## src/rtl/interrupt_controller_if.sv

```systemverilog
`default_nettype none
// +--------------------------------------------------------------------------+
// | interrupt_controller_if : request/mask/handshake bundle between the       |
// |                           interrupt controller and the processor side.    |
// | Revision : 1.0                                                            |
// +--------------------------------------------------------------------------+
interface interrupt_controller_if #(
   parameter int NUM_SRC = 4,
   parameter int ID_W    = 2
);
   logic [NUM_SRC-1:0] ext_irq;
   logic               mask_we;
   logic [NUM_SRC-1:0] mask_wdata;
   logic               int_ack;
   logic               rti;
   logic               interrupt;
   logic [ID_W-1:0]    int_id;
   logic               in_service;
   logic [NUM_SRC-1:0] pending;
   logic [NUM_SRC-1:0] mask;

   modport master (
      output ext_irq, mask_we, mask_wdata, int_ack, rti,
      input  interrupt, int_id, in_service, pending, mask
   );

   modport slave (
      input  ext_irq, mask_we, mask_wdata, int_ack, rti,
      output interrupt, int_id, in_service, pending, mask
   );
endinterface
`default_nettype wire

```

## src/rtl/interrupt_controller.sv

```systemverilog
`default_nettype none
// +--------------------------------------------------------------------------+
// | interrupt_controller : synchronise, edge-detect, mask and prioritise      |
// |                        external requests into one non-nesting interrupt.  |
// | Revision : 1.0                                                            |
// +--------------------------------------------------------------------------+
module interrupt_controller #(
   parameter int NUM_SRC = 4,
   parameter int ID_W    = 2
) (
   input  wire                   clk,
   input  wire                   rst,
   interrupt_controller_if.slave bus
);

   typedef enum logic [1:0] {
      ST_IDLE = 2'd0,
      ST_REQ  = 2'd1,
      ST_SERV = 2'd2
   } state_t;

   state_t             r_state;
   state_t             w_state_nxt;

   logic [NUM_SRC-1:0] r_s1;
   logic [NUM_SRC-1:0] r_s2;
   logic [NUM_SRC-1:0] r_s3;
   logic [NUM_SRC-1:0] r_pending;
   logic [NUM_SRC-1:0] r_mask;
   logic               r_interrupt;
   logic               r_in_service;
   logic [ID_W-1:0]    r_int_id;

   logic [NUM_SRC-1:0] w_edge;
   logic [NUM_SRC-1:0] w_clr;
   logic [NUM_SRC-1:0] w_pending_nxt;
   logic [NUM_SRC-1:0] w_eligible;
   logic               w_any;
   logic [ID_W-1:0]    w_winner;
   logic               w_interrupt_nxt;
   logic               w_in_service_nxt;
   logic [ID_W-1:0]    w_int_id_nxt;
   logic               w_ack_taken;

   assign w_edge      = r_s2 & ~r_s3;
   assign w_ack_taken = (r_state == ST_REQ) && bus.int_ack;
   assign w_clr       = w_ack_taken ? (NUM_SRC'(1) << r_int_id) : '0;
   // Set is OR-ed in after the clear so a coincident new edge survives the ack.
   assign w_pending_nxt = (r_pending & ~w_clr) | w_edge;
   assign w_eligible    = r_pending & ~r_mask;
   assign w_any         = |w_eligible;

   always_comb begin
      w_winner = '0;
      for (int i = NUM_SRC - 1; i >= 0; i--) begin
         if (w_eligible[i]) begin
            w_winner = ID_W'(i);
         end
      end
   end

   always_comb begin
      w_state_nxt      = r_state;
      w_interrupt_nxt  = r_interrupt;
      w_in_service_nxt = r_in_service;
      w_int_id_nxt     = r_int_id;
      case (r_state)
         ST_IDLE: begin
            if (w_any) begin
               w_int_id_nxt    = w_winner;
               w_interrupt_nxt = 1'b1;
               w_state_nxt     = ST_REQ;
            end
         end
         ST_REQ: begin
            if (bus.int_ack) begin
               w_interrupt_nxt  = 1'b0;
               w_in_service_nxt = 1'b1;
               w_state_nxt      = ST_SERV;
            end
         end
         ST_SERV: begin
            if (bus.rti) begin
               w_in_service_nxt = 1'b0;
               w_state_nxt      = ST_IDLE;
            end
         end
         default: begin
            w_interrupt_nxt  = 1'b0;
            w_in_service_nxt = 1'b0;
            w_state_nxt      = ST_IDLE;
         end
      endcase
   end

   always_ff @(posedge clk or negedge rst) begin
      if (!rst) begin
         r_state      <= ST_IDLE;
         r_interrupt  <= 1'b0;
         r_in_service <= 1'b0;
         r_int_id     <= '0;
      end else begin
         r_state      <= w_state_nxt;
         r_interrupt  <= w_interrupt_nxt;
         r_in_service <= w_in_service_nxt;
         r_int_id     <= w_int_id_nxt;
      end
   end

   always_ff @(posedge clk or negedge rst) begin
      if (!rst) begin
         r_s1      <= '0;
         r_s2      <= '0;
         r_s3      <= '0;
         r_pending <= '0;
         r_mask    <= '0;
      end else begin
         r_s1      <= bus.ext_irq;
         r_s2      <= r_s1;
         r_s3      <= r_s2;
         r_pending <= w_pending_nxt;
         if (bus.mask_we) begin
            r_mask <= bus.mask_wdata;
         end
      end
   end

   assign bus.interrupt  = r_interrupt;
   assign bus.in_service = r_in_service;
   assign bus.int_id     = r_int_id;
   assign bus.pending    = r_pending;
   assign bus.mask       = r_mask;

endmodule
`default_nettype wire

```

## src/flat_wrapper.sv

```systemverilog
// flat-port wrapper written by rule: the top's interface ports become plain ports
module interrupt_controller_flat 
#(
   parameter int NUM_SRC = 4,
   parameter int ID_W    = 2
)
  (clk, rst, bus_ext_irq, bus_mask_we, bus_mask_wdata, bus_int_ack, bus_rti, bus_interrupt, bus_int_id, bus_in_service, bus_pending, bus_mask);
  interrupt_controller_if #(.NUM_SRC(NUM_SRC), .ID_W(ID_W)) bus_i ();
  input  wire clk;
  input  wire rst;
  input wire logic [$bits(bus_i.ext_irq)-1:0] bus_ext_irq;
  input wire logic [$bits(bus_i.mask_we)-1:0] bus_mask_we;
  input wire logic [$bits(bus_i.mask_wdata)-1:0] bus_mask_wdata;
  input wire logic [$bits(bus_i.int_ack)-1:0] bus_int_ack;
  input wire logic [$bits(bus_i.rti)-1:0] bus_rti;
  output wire logic [$bits(bus_i.interrupt)-1:0] bus_interrupt;
  output wire logic [$bits(bus_i.int_id)-1:0] bus_int_id;
  output wire logic [$bits(bus_i.in_service)-1:0] bus_in_service;
  output wire logic [$bits(bus_i.pending)-1:0] bus_pending;
  output wire logic [$bits(bus_i.mask)-1:0] bus_mask;
  assign bus_i.ext_irq = bus_ext_irq;
  assign bus_i.mask_we = bus_mask_we;
  assign bus_i.mask_wdata = bus_mask_wdata;
  assign bus_i.int_ack = bus_int_ack;
  assign bus_i.rti = bus_rti;
  assign bus_interrupt = bus_i.interrupt;
  assign bus_int_id = bus_i.int_id;
  assign bus_in_service = bus_i.in_service;
  assign bus_pending = bus_i.pending;
  assign bus_mask = bus_i.mask;
  interrupt_controller #(.NUM_SRC(NUM_SRC), .ID_W(ID_W)) u_core (.clk(clk), .rst(rst), .bus(bus_i));
endmodule
```

## config.mk

```make
export PLATFORM = sky130hd
export DESIGN_NAME = interrupt_controller_flat
export DESIGN_NICKNAME = d
export VERILOG_FILES = /design/src/rtl/interrupt_controller_if.sv /design/src/rtl/interrupt_controller.sv /design/src/flat_wrapper.sv
export SDC_FILE = /design/constraint.sdc
export NUM_CORES = 1
export LEC_CHECK = 0
export ABC_AREA = 0
export CAP_MARGIN = 20
export CORE_MARGIN = 2
export CORE_UTILIZATION = 25
export DETAILED_ROUTE_END_ITERATION = 10
export GPL_TIMING_DRIVEN = 0
export PLACE_DENSITY = 0.5
export SETUP_SLACK_MARGIN = 0.1
export SYNTH_ARGS = -nofsm -noshare
export SYNTH_HDL_FRONTEND = slang
export SYNTH_SLANG_ARGS = --single-unit
```

## constraint.sdc

```tcl
create_clock -name clk -period 1.5 [get_ports clk]
set_clock_uncertainty 0.05 [all_clocks]
set_input_delay 0.375 -clock clk [delete_from_list [all_inputs] [get_ports clk]]
set_output_delay 0.375 -clock clk [all_outputs]
set_load 0.02 [all_outputs]
```

**Yosys cells after proc, flatten, opt, wreduce, memory -nomap -nowiden**

Cells that the tools add are included.

- Bits in writable memories: 0
- Bits in registers: 26
- Input port bits: 13
- Memory bits (read-only): 0
- Memories kept: 0
- Output and inout bits: 12
- Bits in latches: 0

- Equality and inequality tests: 5
- Add/sub/neg operators: 0
- Multiply operators: 0
- Muxes and demuxes: 15
- Bitwise gates (word level): 9
- Shift operators: 1
- Reductions and logical operators: 7
- Div/mod/pow operators: 0
- Magnitude comparators: 0

Operators by type and width:

| operator | number |
|---|---|
| 2-to-1 mux 2 bit | 7 |
| bitwise AND 4 bit | 3 |
| NOT 4 bit | 3 |
| AND reduction 3 bit | 3 |
| one-hot mux 1 bit (3 select lines) | 2 |
| one-hot mux 2 bit (3 select lines) | 1 |
| 2-to-1 mux 1 bit | 4 |
| 2-to-1 mux 4 bit | 1 |
| != test 2 bit (second input constant) | 2 |
| bitwise OR 4 bit | 1 |
| OR reduction 4 bit | 1 |
| left shift 1 x 2 -> 4 bit (first input constant) | 1 |
| == test 2 x 1 -> 1 bit (second input constant) | 1 |
| == test 2 bit (second input constant) | 1 |
| logical NOT 2 bit | 1 |
| != test 2 x 1 -> 1 bit (second input constant) | 1 |
| NOT 1 bit | 2 |
| AND reduction 2 bit | 1 |
| logical AND 1 bit | 1 |

**Longest topological paths before layout**

- Depth in word-level cells: 6
- Depth in mapped cells: 4

**Least setup slack after synthesis**

No wires, ideal clock.

- Kind: register -> register
- Start point: register u_core.r_pending[1] (netlist: u_core.bus.pending[1])
- End point: register u_core.r_state[0]
- Buffers on the path: 0
- Arrival time: 1.072 ns
- Period minus slack after synthesis: 1.251 ns
- Slack: 0.249 ns
- Cell stages (with the launch flop): 4
- Library setup time: 0.130 ns
- Cells stage by stage: dfrtp_1 -> nor2b_4 -> a2111oi_4 -> a21oi_2

- Longest elaborated chain between the ends: 4

Ends and longest elaborated chain:

| element | RTL line | source |
|---|---|---|
| start: declaration | interrupt_controller.sv:28 | `logic [NUM_SRC-1:0] r_pending;` |
| start signal: assignment | interrupt_controller.sv:121 | `r_pending <= w_pending_nxt;` |
| bitwise AND 4 bit | interrupt_controller.sv:50 | `assign w_eligible = r_pending & ~r_mask;` |
| OR reduction 4 bit | interrupt_controller.sv:51 | `assign w_any = \|w_eligible;` |
| != test 2 x 1 -> 1 bit (no line) | n/a |  |
| AND reduction 3 bit (no line) | n/a |  |
| end signal: assignment | interrupt_controller.sv:103 | `r_state <= w_state_nxt;` |
| end: declaration | interrupt_controller.sv:22 | `state_t r_state;` |

Every way passes these cells.
A chain may end at the register's enable or synchronous reset.

**Worst setup path after layout**

- Start point: register u_core.r_pending[0] (netlist: u_core.bus.pending[0])
- End point: output bus_pending[0]

RTL lines:

| element | RTL line | source |
|---|---|---|
| end: declaration | flat_wrapper.sv:19 | `output wire logic [$bits(bus_i.pending)-1:0] bus_pending;` |

No word-level cell between the ends.

==> key figures <==
Worst setup path
  – Critical Path Start Type: flop
  – Critical Path RT: 1.07 ns
  – Crit path DAT: roughly 0.96 ns
  – CP delay by family, top: flip-flops
  – Max incr delay on CP: between 0.4 and 0.5 ns
  – Crit path max fanout: 4
  – CP bufs+invs: 1
  – CP Capture Type: output port
  – Crit path cell chain: clkdlybuf4s15_2
  – Slowest-stage cell, CP: dfrtp_2
  – Critical path class: reg -> out

Yosys
  – Synth Register Bits: 26
  – Synth Net Count: 87
  – Synthesized area: between 900 and 1000 µm²
  – Ys flop type: dfrtp_1
  – Synth unique cells: 25
  – Top cells by area, synth: dfrtp_1 (66%), o21ai_0 (4.6%), mux2_2 (3.4%), inv_1 (3.1%), a2111oi_4 (2.8%)
  – Leading area contributor after synthesis: dfrtp_1
  – Seq/Total Area, Yosys: roughly two thirds
  – Syn avg cell area: 13.3 µm²
  – Post-Synth XOR/XNOR Area: 0%
  – Share of async-settable or async-resettable flops after synthesis: 100%
  – Adder-Cell Fraction of Synth Area: 0%
  – Cells after synthesis: 74
  – Post-synth EDFFs: 0
  – Synth top area share: between 60 and 70%
  – Multiplexer area fraction after synthesis: under 10%
  – Yosys warns: 0
  – Synth Area in Simple Gates: a little over 9%
  – Compound-cell area share of the yosys netlist: between 15 and 20%
  – Largest family of logic cells by synthesized area: compound AO/OA/AOI/OAI gates

Clock tree
  – CTS tree: yes
  – CTS clk-pin slew, worst paths: about 0.09 ns
  – CTS Buffer Depth: 2
  – Worst-skew pair later-pin latency: about 0.27 ns
  – CTS Sinks: 26
  – Clock root buffer: clkbuf_8
  – H-tree Lvls: 1
  – Post-CTS Hold Buffers: 0
  – TritonCTS buffer count: 3

GRT
  – First-pass GRT wire length: about 3000 µm
  – Pin count of the biggest net entering global routing: 16
  – Initial antenna violation count: 0
  – Gr ovfl total: 0
  – Gr usage total: ~9.0%
  – Vias in the first global route: around 670

Final layout
  – Layout filler cell count: between 300 and 400
  – Diodes inserted: 0
  – Final core utilization: between 30% and 40%
  – Layout Nets: about 130
  – Fin area: ~1400 µm²
  – Fraction of layout cells with a size suffix above 1: 34.2%
  – Area Growth Syn to Fin: 45.1%

Floorplan
  – Initial Utilization: approximately a quarter
  – Die W: roughly 67 µm
  – Core area: around 3700 µm²
  – Std-Cell Rows: 22
  – Die Height: ~67 µm
  – I/O Pins: 25
  – Die ar.: 4450 µm²

Timing
  – Peak Freq: roughly 720 MHz
  – Worst-Margin Slew: roughly 0.6 ns
  – Crit share post-route: about 92%
  – Hold Fails Final Rpt: 0
  – Final setup fails: 0
  – RSZ-0062 raised after global routing: true
  – Slew Limit Fails: 0
  – Tmin final: between 1 and 1.5 ns
  – Tightest slew margin relative to the limit: between 60% and 70%

Hold path
  – Hold Path Class: reg -> reg

Place
  – Port Buffer Count: 24
  – RePlAce Congestion: about 0.7
  – Placed cell area: between 1000 and 1500 µm²
  – Dpl hpwl: between 1000 and 1500 µm

Routing
  – DRC Markers: 0
  – Initial DRC count: 9
  – DRT antenna net count: 0
  – Vias per cell: 4.23
  – Via count: a little under 700
  – Total wire length: between 1500 and 2000 µm
  – First-pass DRT Iterations: 4
  – WL/cell: 11.2 µm

Run
  – Max-cap violation count: 0

Power and ir drop
  – Cell Pwr Density: approximately 1800 nW/µm²
  – Maximum vdd drop: ~1000 µV
  – Total Power: 2.53 mW
  – Leakage power: about 0.62 nW

Outcome
  – Status: complete, no violations
[kinds of logic (layout without fill, tap and decap cells)]
family | Yosys count | after routing
simple gates | 13 | 13
buf+inv | 10 | 47
flops | 26 | 26
compound gates | 22 | 22
mux | 3 | 3
[state kept, by name (all words and copies together), names as in the netlist]
signal and flops:
u_core.bus.pending 4, u_core.bus.int_id 2, u_core.r_state 2, u_core.bus.interrupt 1, u_core.r_s3 4, u_core.r_s1 4, u_core.bus.mask 4, u_core.bus.in_service 1
u_core.r_s2 4
[worst paths after layout]
| check | start | end | slack, ns | cells after the start |
|---|---|---|---|---|
| setup / recovery | u_core.bus.pending[0]$_DFF_PN0_ | bus_pending[0] | 0.11 | 1 |
| hold / removal | u_core.r_s1[0]$_DFF_PN0_ | u_core.r_s2[0]$_DFF_PN0_ | 0.30 | 0 |
| hold reg to reg | u_core.r_s1[0]$_DFF_PN0_ | u_core.r_s2[0]$_DFF_PN0_ | 0.30 | 0 |
| max in group asynchronous | rst | u_core.bus.pending[0]$_DFF_PN0_ | 0.46 | 2 |
| setup reg to reg | u_core.bus.pending[1]$_DFF_PN0_ | u_core.r_state[0]$_DFFE_PN0P_ | 0.17 | 4 |
| min in group asynchronous | rst | u_core.r_s2[1]$_DFF_PN0_ | 0.43 | 1 |
[cells in the final DEF (no fill, tap or decap), types with 3 or more instances in the layout]
| cell | n |
|---|---|
| inv_1 | 8 |
| clkdlybuf4s15_2 | 8 |
| o21ai_0 | 9 |
| nand2b_1 | 3 |
| buf_4 | 9 |
| mux2_2 | 3 |
| clkdlybuf4s50_1 | 12 |
| clkbuf_8 | 3 |
| dfrtp_1 | 25 |
[layout make-up]
cell class | count | area (µm²) | area share, %
flip-flops and latches | 26 | 652 | 45.7
repair buffers | 33 | 310 | 21.8
multi-input cells | 38 | 289 | 20.3
well taps | 48 | 60.1 | 4.21
clock buffers | 3 | 41.3 | 2.90
clock inverters | 1 | 30.0 | 2.11
inverters | 8 | 30.0 | 2.11
plain buffers | 2 | 12.5 | 0.878
[routing by layer]
metal  up-vias  share of wire (%)  global-route usage, %
met3         2                5.5                   3.72
met4         0               0.56                   1.53
li1        327                  -                      -
met1       329                 42                   10.1
met2        15                 52                   16.0
met5         -                  0                      0
[cells in the mapped netlist, drive strengths merged, types with 2 or more instances]
cell	count
a21oi	2
nor2b	2
mux2	3
o41ai	2
nand2b	3
o21ai	11
a22oi	2
buf	2
inv	8
nand2	3
dfrtp	26
nor2	3
[through the flow]
step	setup slack, ns	hold WS (ns)	setup TNS (ns)	cells
6_report	0.115	0.303	0	159
5_1_grt	0.0854	0.322	0	159
4_1_cts	0.0750	0.306	0	153
3_5_place_dp	-0.143	0.285	-0.385	147
3_3_place_gp	-0.323	0.283	-8.69	146
2_1_floorplan	0.249	0.0294	0	74
[power by group]
group | internal, mW | switching [mW] | total [mW] | leakage [nW]
Clock | 0.357 | 0.214 | 0.571 | 0.0357
Sequential | 0.859 | 0.0886 | 0.948 | 0.295
Combinational | 0.486 | 0.524 | 1.01 | 0.290
[what timing repair did]
action | CTS | global route
setup endpoints to repair | 12 | 8
resized for setup | 34 | 3
buffers inserted | 2 | 6
No activity file was read; power rests on OpenSTA's default activity.
